### src/rtl/sf_camera_pkg.sv
// sf_camera_pkg
//   Shared definitions for the camera sequencer:
//   - cam_state_t : sequencer state encodings (also exported on o_state)
//   - CTRL_*      : bit positions inside the 32-bit control register
//   - max_int     : helper used to size the shared dwell timer
package sf_camera_pkg;

   typedef enum logic [2:0] {
      ST_IDLE     = 3'd0,
      ST_RESET    = 3'd1,
      ST_STARTUP  = 3'd2,
      ST_WAIT_BUF = 3'd3,
      ST_ARMED    = 3'd4,
      ST_CAPTURE  = 3'd5,
      ST_STOPPED  = 3'd6
   } cam_state_t;

   localparam int CTRL_ENABLE      = 0;
   localparam int CTRL_AUTO_FLASH  = 1;
   localparam int CTRL_SINGLE_SHOT = 2;
   localparam int CTRL_CAM_RESET   = 3;

   function automatic int max_int(input int a, input int b);
      return (a > b) ? a : b;
   endfunction

endpackage

### src/rtl/sf_camera_timer.sv
// sf_camera_timer
//   Loadable down-counter shared by the RESET and STARTUP dwells.
//   Loading N-1 on state entry makes `done` assert on the N-th cycle spent
//   in that state, so the dwell is exactly N cycles.
// Ports:
//   clk, rst    clock, asynchronous active-high reset
//   load        load load_value this cycle (takes priority over counting)
//   load_value  value loaded into the counter
//   done        counter has reached zero
module sf_camera_timer #(
   parameter int W = 8
) (
   input  logic         clk,
   input  logic         rst,
   input  logic         load,
   input  logic [W-1:0] load_value,
   output logic         done
);

   logic [W-1:0] count;

   always_ff @(posedge clk or posedge rst) begin
      if (rst) begin
         count <= '0;
      end else if (load) begin
         count <= load_value;
      end else if (count != '0) begin
         count <= count - 1'b1;
      end
   end

   assign done = (count == '0);

endmodule

### src/rtl/sf_camera_sequencer.sv
// sf_camera_sequencer
//   Camera bring-up and per-frame capture sequencer. Holds the sensor in
//   reset, waits for it to start up, then arms the pixel reader and DMA for
//   each frame, gates the flash and counts completed frames.
// Ports:
//   clk, rst         clock, asynchronous active-high reset
//   i_control        control register: enable, auto_flash, single_shot,
//                    cam_reset_req (bit indices in sf_camera_pkg)
//   i_clk_locked     camera clock generator locked
//   i_dma_ready      DMA has a free buffer
//   i_frame_start    one-cycle frame start pulse from the reader
//   i_frame_done     one-cycle frame written pulse
//   i_flash_strobe   sensor flash strobe (already in clk domain)
//   o_cam_rst        sensor reset, 1 = in reset
//   o_flash          flash LED drive
//   o_status         streaming (ARMED or CAPTURE)
//   o_enable_reader  pixel reader enable
//   o_enable_dma     DMA enable
//   o_captured       one-cycle frame captured pulse
//   o_frame_count    completed frames, wraps
//   o_state          current state (cam_state_t encoding)
// Handshake: i_frame_start / i_frame_done are single-cycle qualifiers,
// sampled only in the states that accept them; pulses arriving elsewhere are
// dropped. i_dma_ready is a level sampled in WAIT_BUF.
// All outputs are registered from the next-state decode, so they change on
// the same edge that moves the state.
module sf_camera_sequencer
   import sf_camera_pkg::*;
#(
   parameter int RESET_CYCLES   = 1000,
   parameter int STARTUP_CYCLES = 4000,
   parameter int FLASH_CYCLES   = 256
) (
   input  logic        clk,
   input  logic        rst,
   input  logic [31:0] i_control,
   input  logic        i_clk_locked,
   input  logic        i_dma_ready,
   input  logic        i_frame_start,
   input  logic        i_frame_done,
   input  logic        i_flash_strobe,
   output logic        o_cam_rst,
   output logic        o_flash,
   output logic        o_status,
   output logic        o_enable_reader,
   output logic        o_enable_dma,
   output logic        o_captured,
   output logic [15:0] o_frame_count,
   output logic [2:0]  o_state
);

   localparam int TW = $clog2(max_int(RESET_CYCLES, STARTUP_CYCLES) + 1);
   localparam int FW = $clog2(FLASH_CYCLES + 1);

   cam_state_t    state, state_next;
   logic          req_q;
   logic          req_rise;
   logic          timer_load;
   logic [TW-1:0] timer_value;
   logic          timer_done;
   logic          start_acc;
   logic          capture;
   logic [15:0]   frame_count;
   logic [FW-1:0] flash_cnt, flash_base, flash_cnt_next;
   logic          flash_fire;
   logic          streaming_next;

   logic enable, auto_flash, single_shot;
   logic unused_ctrl;

   assign enable      = i_control[CTRL_ENABLE];
   assign auto_flash  = i_control[CTRL_AUTO_FLASH];
   assign single_shot = i_control[CTRL_SINGLE_SHOT];
   assign unused_ctrl = ^i_control[31:4];

   // Only a rising edge of cam_reset_req restarts the sensor; holding it high
   // does not keep the sequencer in RESET.
   assign req_rise = i_control[CTRL_CAM_RESET] & ~req_q;

   sf_camera_timer #(.W(TW)) u_timer (
      .clk        (clk),
      .rst        (rst),
      .load       (timer_load),
      .load_value (timer_value),
      .done       (timer_done)
   );

   // Next state: abort conditions override a cam reset request, which
   // overrides the normal flow.
   always_comb begin
      state_next  = state;
      timer_load  = 1'b0;
      timer_value = '0;
      start_acc   = 1'b0;
      capture     = 1'b0;

      if (state == ST_IDLE) begin
         if (enable && i_clk_locked) begin
            state_next  = ST_RESET;
            timer_load  = 1'b1;
            timer_value = TW'(RESET_CYCLES - 1);
         end
      end else if (!enable || !i_clk_locked) begin
         state_next = ST_IDLE;
      end else if (req_rise) begin
         state_next  = ST_RESET;
         timer_load  = 1'b1;
         timer_value = TW'(RESET_CYCLES - 1);
      end else begin
         case (state)
            ST_RESET: begin
               if (timer_done) begin
                  state_next  = ST_STARTUP;
                  timer_load  = 1'b1;
                  timer_value = TW'(STARTUP_CYCLES - 1);
               end
            end
            ST_STARTUP: begin
               if (timer_done) state_next = ST_WAIT_BUF;
            end
            ST_WAIT_BUF: begin
               if (i_dma_ready) state_next = ST_ARMED;
            end
            ST_ARMED: begin
               // A done arriving with the start belongs to no captured frame.
               if (i_frame_start) begin
                  state_next = ST_CAPTURE;
                  start_acc  = 1'b1;
               end
            end
            ST_CAPTURE: begin
               if (i_frame_start) begin
                  start_acc = 1'b1;
               end else if (i_frame_done) begin
                  capture    = 1'b1;
                  state_next = single_shot ? ST_STOPPED : ST_WAIT_BUF;
               end
            end
            default: state_next = state;
         endcase
      end
   end

   // Flash budget: restarts on every accepted frame start and stops the
   // flash once FLASH_CYCLES high cycles have been spent.
   always_comb begin
      flash_base     = start_acc ? '0 : flash_cnt;
      flash_fire     = auto_flash && i_flash_strobe && (state_next == ST_CAPTURE)
                       && (flash_base < FW'(FLASH_CYCLES));
      flash_cnt_next = flash_fire ? flash_base + 1'b1 : flash_base;
   end

   assign streaming_next = (state_next == ST_ARMED) || (state_next == ST_CAPTURE);

   always_ff @(posedge clk or posedge rst) begin
      if (rst) begin
         state           <= ST_IDLE;
         req_q           <= 1'b0;
         o_cam_rst       <= 1'b0;
         o_flash         <= 1'b0;
         o_status        <= 1'b0;
         o_enable_reader <= 1'b0;
         o_enable_dma    <= 1'b0;
         o_captured      <= 1'b0;
         frame_count     <= '0;
         flash_cnt       <= '0;
      end else begin
         state           <= state_next;
         req_q           <= i_control[CTRL_CAM_RESET];
         o_cam_rst       <= (state_next == ST_RESET);
         o_flash         <= flash_fire;
         o_status        <= streaming_next;
         o_enable_reader <= streaming_next;
         o_enable_dma    <= streaming_next;
         o_captured      <= capture;
         flash_cnt       <= flash_cnt_next;
         if (capture) frame_count <= frame_count + 16'd1;
      end
   end

   assign o_frame_count = frame_count;
   assign o_state       = state;

endmodule

### config.mk
export PLATFORM = sky130hd
export DESIGN_NAME = sf_camera_sequencer
export DESIGN_NICKNAME = d
export VERILOG_FILES = /design/src/rtl/sf_camera_pkg.sv /design/src/rtl/sf_camera_timer.sv /design/src/rtl/sf_camera_sequencer.sv
export SDC_FILE = /design/constraint.sdc
export NUM_CORES = 1
export LEC_CHECK = 0
export CORE_ASPECT_RATIO = 1.4
export CORE_MARGIN = 2
export CORE_UTILIZATION = 48
export CTS_CLUSTER_DIAMETER = 100
export DETAILED_ROUTE_END_ITERATION = 7
export HOLD_SLACK_MARGIN = 0.06
export PLACE_DENSITY = 0.8
export SLEW_MARGIN = 5
export SYNTH_ARGS = -nofsm -noshare
export SYNTH_HDL_FRONTEND = slang
export SYNTH_SLANG_ARGS = --single-unit
### constraint.sdc
create_clock -name clk -period 2.67 [get_ports clk]
set_clock_uncertainty 0.1 [all_clocks]
set_input_delay 0.4005 -clock clk [delete_from_list [all_inputs] [get_ports clk]]
set_output_delay 0.4005 -clock clk [all_outputs]
set_load 0.01 [all_outputs]
==> summary.txt <==
STA
  • Min Tclk post-route: 2.48 ns
  • Worst-Margin Slew: 0.870 ns
  • Max Freq: 0.404 GHz
  • Period Utilization, post-route: 0.928
  • Setup repair after global routing missed its margin: false
  • Setup-failing EPs final: 0
  • Count of final max-slew check failures: 0
  • Accumulated negative setup slack: 0 ns
  • Final Hold Fails: 0
  • Worst slew margin relative to its limit: 0.416

Worst setup path
  • Depth of the worst register-to-register path: 8
  • Type of destination of the critical path: register
  • Endpoint of the worst setup timing path: flash_cnt[5]
  • Peak per-stage delay on the critical path: 0.40 ns
  • Peak fanout along the critical path: 6
  • Start-to-end type of the worst setup path: register to register
  • Crit path launch type: register
  • Worst Path Required: 2.79 ns
  • Family with the most delay on the worst path: compound AO/OA/AOI/OAI gates
  • Worst Setup SP: u_timer.count[1]
  • Minimum setup slack among reg-to-reg paths: 0.19 ns
  • Buffers plus inverters on the worst setup path: 1
  • Cell breakdown of the critical path: inv_1 > ha_1 > nor4b_4 > a41oi_2 > a2111oi_4 > o2111ai_2 > or3_1 > a21oi_1
  • Startpoint of the most critical register-to-register path: u_timer.count[1]
  • Worst Path Arrival: 2.60 ns
  • Crit-path slowest cell: sky130_fd_sc_hd__dfrtp_1
  • R2r endpoint: flash_cnt[5]
  • Critical path depth: 8

Clock network
  • Root Buffer: sky130_fd_sc_hd__clkbuf_8
  • Total clock buffers created by CTS: 5
  • Worst-path clk slew: 0.08 ns
  • Clock Sinks: 45
  • Total number of H-tree levels: 2
  • CTS tree: built
  • Later-pin clock latency in the skew report: 0.30 ns
  • Hold_buf cts: 0
  • Clock Tree Buf Depth: 2

GRT
  • Number of global-route vias before repair: 1882
  • Pin count of the biggest net entering global routing: 24
  • Number of antenna violations at the first check in global routing: 0
  • Aggregate global-route resource usage: 0.188
  • Global-route wire length before repair: 8230 um
  • Global route total overflow: 0

Layout
  • Area growth from synthesis to layout: 25.6%
  • # diodes: 0
  • Net count reported at finish: 325
  • Ratio of cells with drive above 1 in the final layout: 0.124

Floorplan
  • Starting utilization of the core area: 0.492
  • Overall die area: 5470 sq um
  • Count of pins on the block boundary: 64
  • Die X-Extent: 63.1 um
  • Vertical die dimension: 86.7 um
  • Cell Rows: 30
  • Core outline area: 4770 sq um

Yosys
  • Syn_nets: 274
  • Synth Warn #: 0
  • Instance count of the mapped netlist: 231
  • Average size of a mapped cell: 10.1 sq um
  • Combined area of all synthesized cells: 2340 sq um
  • Most instantiated library cell after synthesis: sky130_fd_sc_hd__dfrtp_1
  • Portion of the post-synthesis area used by sequential elements: 0.481
  • #FFs+latches synth: 45
  • Most instantiated flip-flop cell in the synthesis netlist: sky130_fd_sc_hd__dfrtp_1
  • EDFF count, synth: 0
  • Number of distinct library cell variants in the gate-level netlist after synthesis: 47
  • Share of the synthesized area in the top cell type: 0.481
  • Leading cell types by count after synthesis: sky130_fd_sc_hd__dfrtp_1 (45), sky130_fd_sc_hd__nand2_1 (26), sky130_fd_sc_hd__inv_1 (14), sky130_fd_sc_hd__xnor2_1 (14), sky130_fd_sc_hd__nor2_1 (13)
  • Asr flop ratio synth: 1.00
  • Largest cells by area after synthesis: sky130_fd_sc_hd__dfrtp_1 (48%), sky130_fd_sc_hd__xnor2_1 (5.2%), sky130_fd_sc_hd__nand2_1 (4.2%)
  • Cell taking the most area after synthesis: sky130_fd_sc_hd__dfrtp_1

Pwr
  • Power Dens Cells: 487 nW/um^2
  • Peak supply drop: 0.329 mV
  • Cell leakage power: 1.26 nW
  • Overall Power: 0.00143 W

Routing
  • Detailed-route vias per instance: 5.31
  • Vias: 1842
  • Drt wl/cell: 13.5 um
  • Drt total wl: 4670 um
  • Detailed-route DRC error count: 0
  • Drt first pass iters: 4
  • Iter 0 DRT Violations: 59
  • Post-detailed-route count of antenna-violating nets: 0

Placed design
  • Port buffer count: 35
  • DP Wirelength: 3490 um
  • RD Place Congestion: 0.845

Flow run
  • Number of max-cap violations: 0

Min path
  • Class of the tightest hold or removal check: register to register

Status
  • Outcome: completed
cells in the final DEF, fill, tap and decap left out, types with 2 or more instances in the layout:
cell type                          n
sky130_fd_sc_hd__clkbuf_8          5
sky130_fd_sc_hd__clkdlybuf4s50_1  35
sky130_fd_sc_hd__xor2_1            9
sky130_fd_sc_hd__a31oi_1           3
sky130_fd_sc_hd__a21oi_1          10
sky130_fd_sc_hd__or3_1             6
sky130_fd_sc_hd__nand3_1           9
sky130_fd_sc_hd__buf_4            14
sky130_fd_sc_hd__and2_1            7
sky130_fd_sc_hd__o21ai_0           5
sky130_fd_sc_hd__nor4b_4           2
sky130_fd_sc_hd__nor2b_1           3
sky130_fd_sc_hd__o211ai_1          3
sky130_fd_sc_hd__nand2_1          26
sky130_fd_sc_hd__nor3_1            9
sky130_fd_sc_hd__nand4_1           9
sky130_fd_sc_hd__nand3b_1          2
sky130_fd_sc_hd__ha_1              4
sky130_fd_sc_hd__nand4b_1          2
sky130_fd_sc_hd__nand2b_1          3
sky130_fd_sc_hd__xnor2_1          14
sky130_fd_sc_hd__dfrtp_1          45
sky130_fd_sc_hd__and3_1            3
sky130_fd_sc_hd__clkinv_2          2
sky130_fd_sc_hd__inv_1            12
sky130_fd_sc_hd__mux2_2            2
sky130_fd_sc_hd__nor2_1           13
how the worst min path moves through the flow:
stage | from | endpoint | slack (ns) | depth (start not counted)
final | o_frame_count[15] | o_frame_count[15] | 0.37 | 1
after global routing | o_frame_count[15] | o_frame_count[15] | 0.40 | 1
after CTS | o_frame_count[15] | o_frame_count[15] | 0.38 | 1
after detailed placement | o_frame_count[15] | o_frame_count[15] | 0.37 | 1
after global placement | o_frame_count[15] | o_frame_count[15] | 0.36 | 1
after floorplan | i_control[3] | req_q | 0.33 | 0
state kept, by name, indices dropped and copies added (netlist names):
register,count
req_q,1
o_frame_count,16
o_flash,1
u_timer.count,12
o_cam_rst,1
o_state,3
o_captured,1
flash_cnt,9
o_enable_dma,1
layout make-up:
type                    count  area (sq um)
well taps                  64          80.1
fillers                   421          1820
clock inverters             2          10.0
clock buffers               6          72.6
repair buffers             50           475
inverters                  14          52.6
flip-flops and latches     45          1130
multi-input cells         166          1130
cell families (layout without fill, tap and decap cells):
family | after synthesis | count (layout) | synth area share
AND/OR/NAND/NOR | 100 | 100 | 0.245
flip-flops | 45 | 45 | 0.481
AO/OA/AOI/OAI | 36 | 36 | 0.113
XOR/XNOR | 23 | 23 | 0.0860
buffers and inverters | 20 | 72 | 0.0406
adder cells (fa/ha/maj) | 4 | 4 | 0.0214
multiplexers | 3 | 3 | 0.0139
layer usage:
layer,vias up,part of all wire,track usage
li1,915,-,-
met1,879,0.42,0.231
met2,38,0.52,0.326
met3,10,0.031,0.0312
met4,0,0.023,0.0808
met5,-,0,0
metrics by stage:
stage | cells | util | setup WS [ns] | instance area (sq um) | hold WS, ns
6_report | 347 | 0.617 | 0.192 | 2940 | 0.370
5_1_grt | 347 | 0.617 | 0.00739 | 2940 | 0.395
4_1_cts | 345 | 0.613 | 0.130 | 2920 | 0.380
3_5_place_dp | 337 | 0.596 | 0.0484 | 2840 | 0.365
3_3_place_gp | 337 | 0.596 | 0.0800 | 2840 | 0.356
2_1_floorplan | 231 | - | 0.360 | 2340 | 0.332
where the power goes:
| group | switching, W | leakage [nW] | internal [W] | total (W) |
|---|---|---|---|---|
| Clock | 0.000224 | 0.0450 | 0.000182 | 0.000406 |
| Sequential | 0.0000579 | 0.574 | 0.000730 | 0.000788 |
| Combinational | 0.000121 | 0.646 | 0.000118 | 0.000239 |
| Total | 0.000403 | 1.26 | 0.00103 | 0.00143 |
repair_timing:
item                       4_1_cts  5_1_grt
setup endpoints to repair        0        3
resized for setup                0        3
buffers inserted                 0        2
No activity file was read; power rests on OpenSTA's default activity.
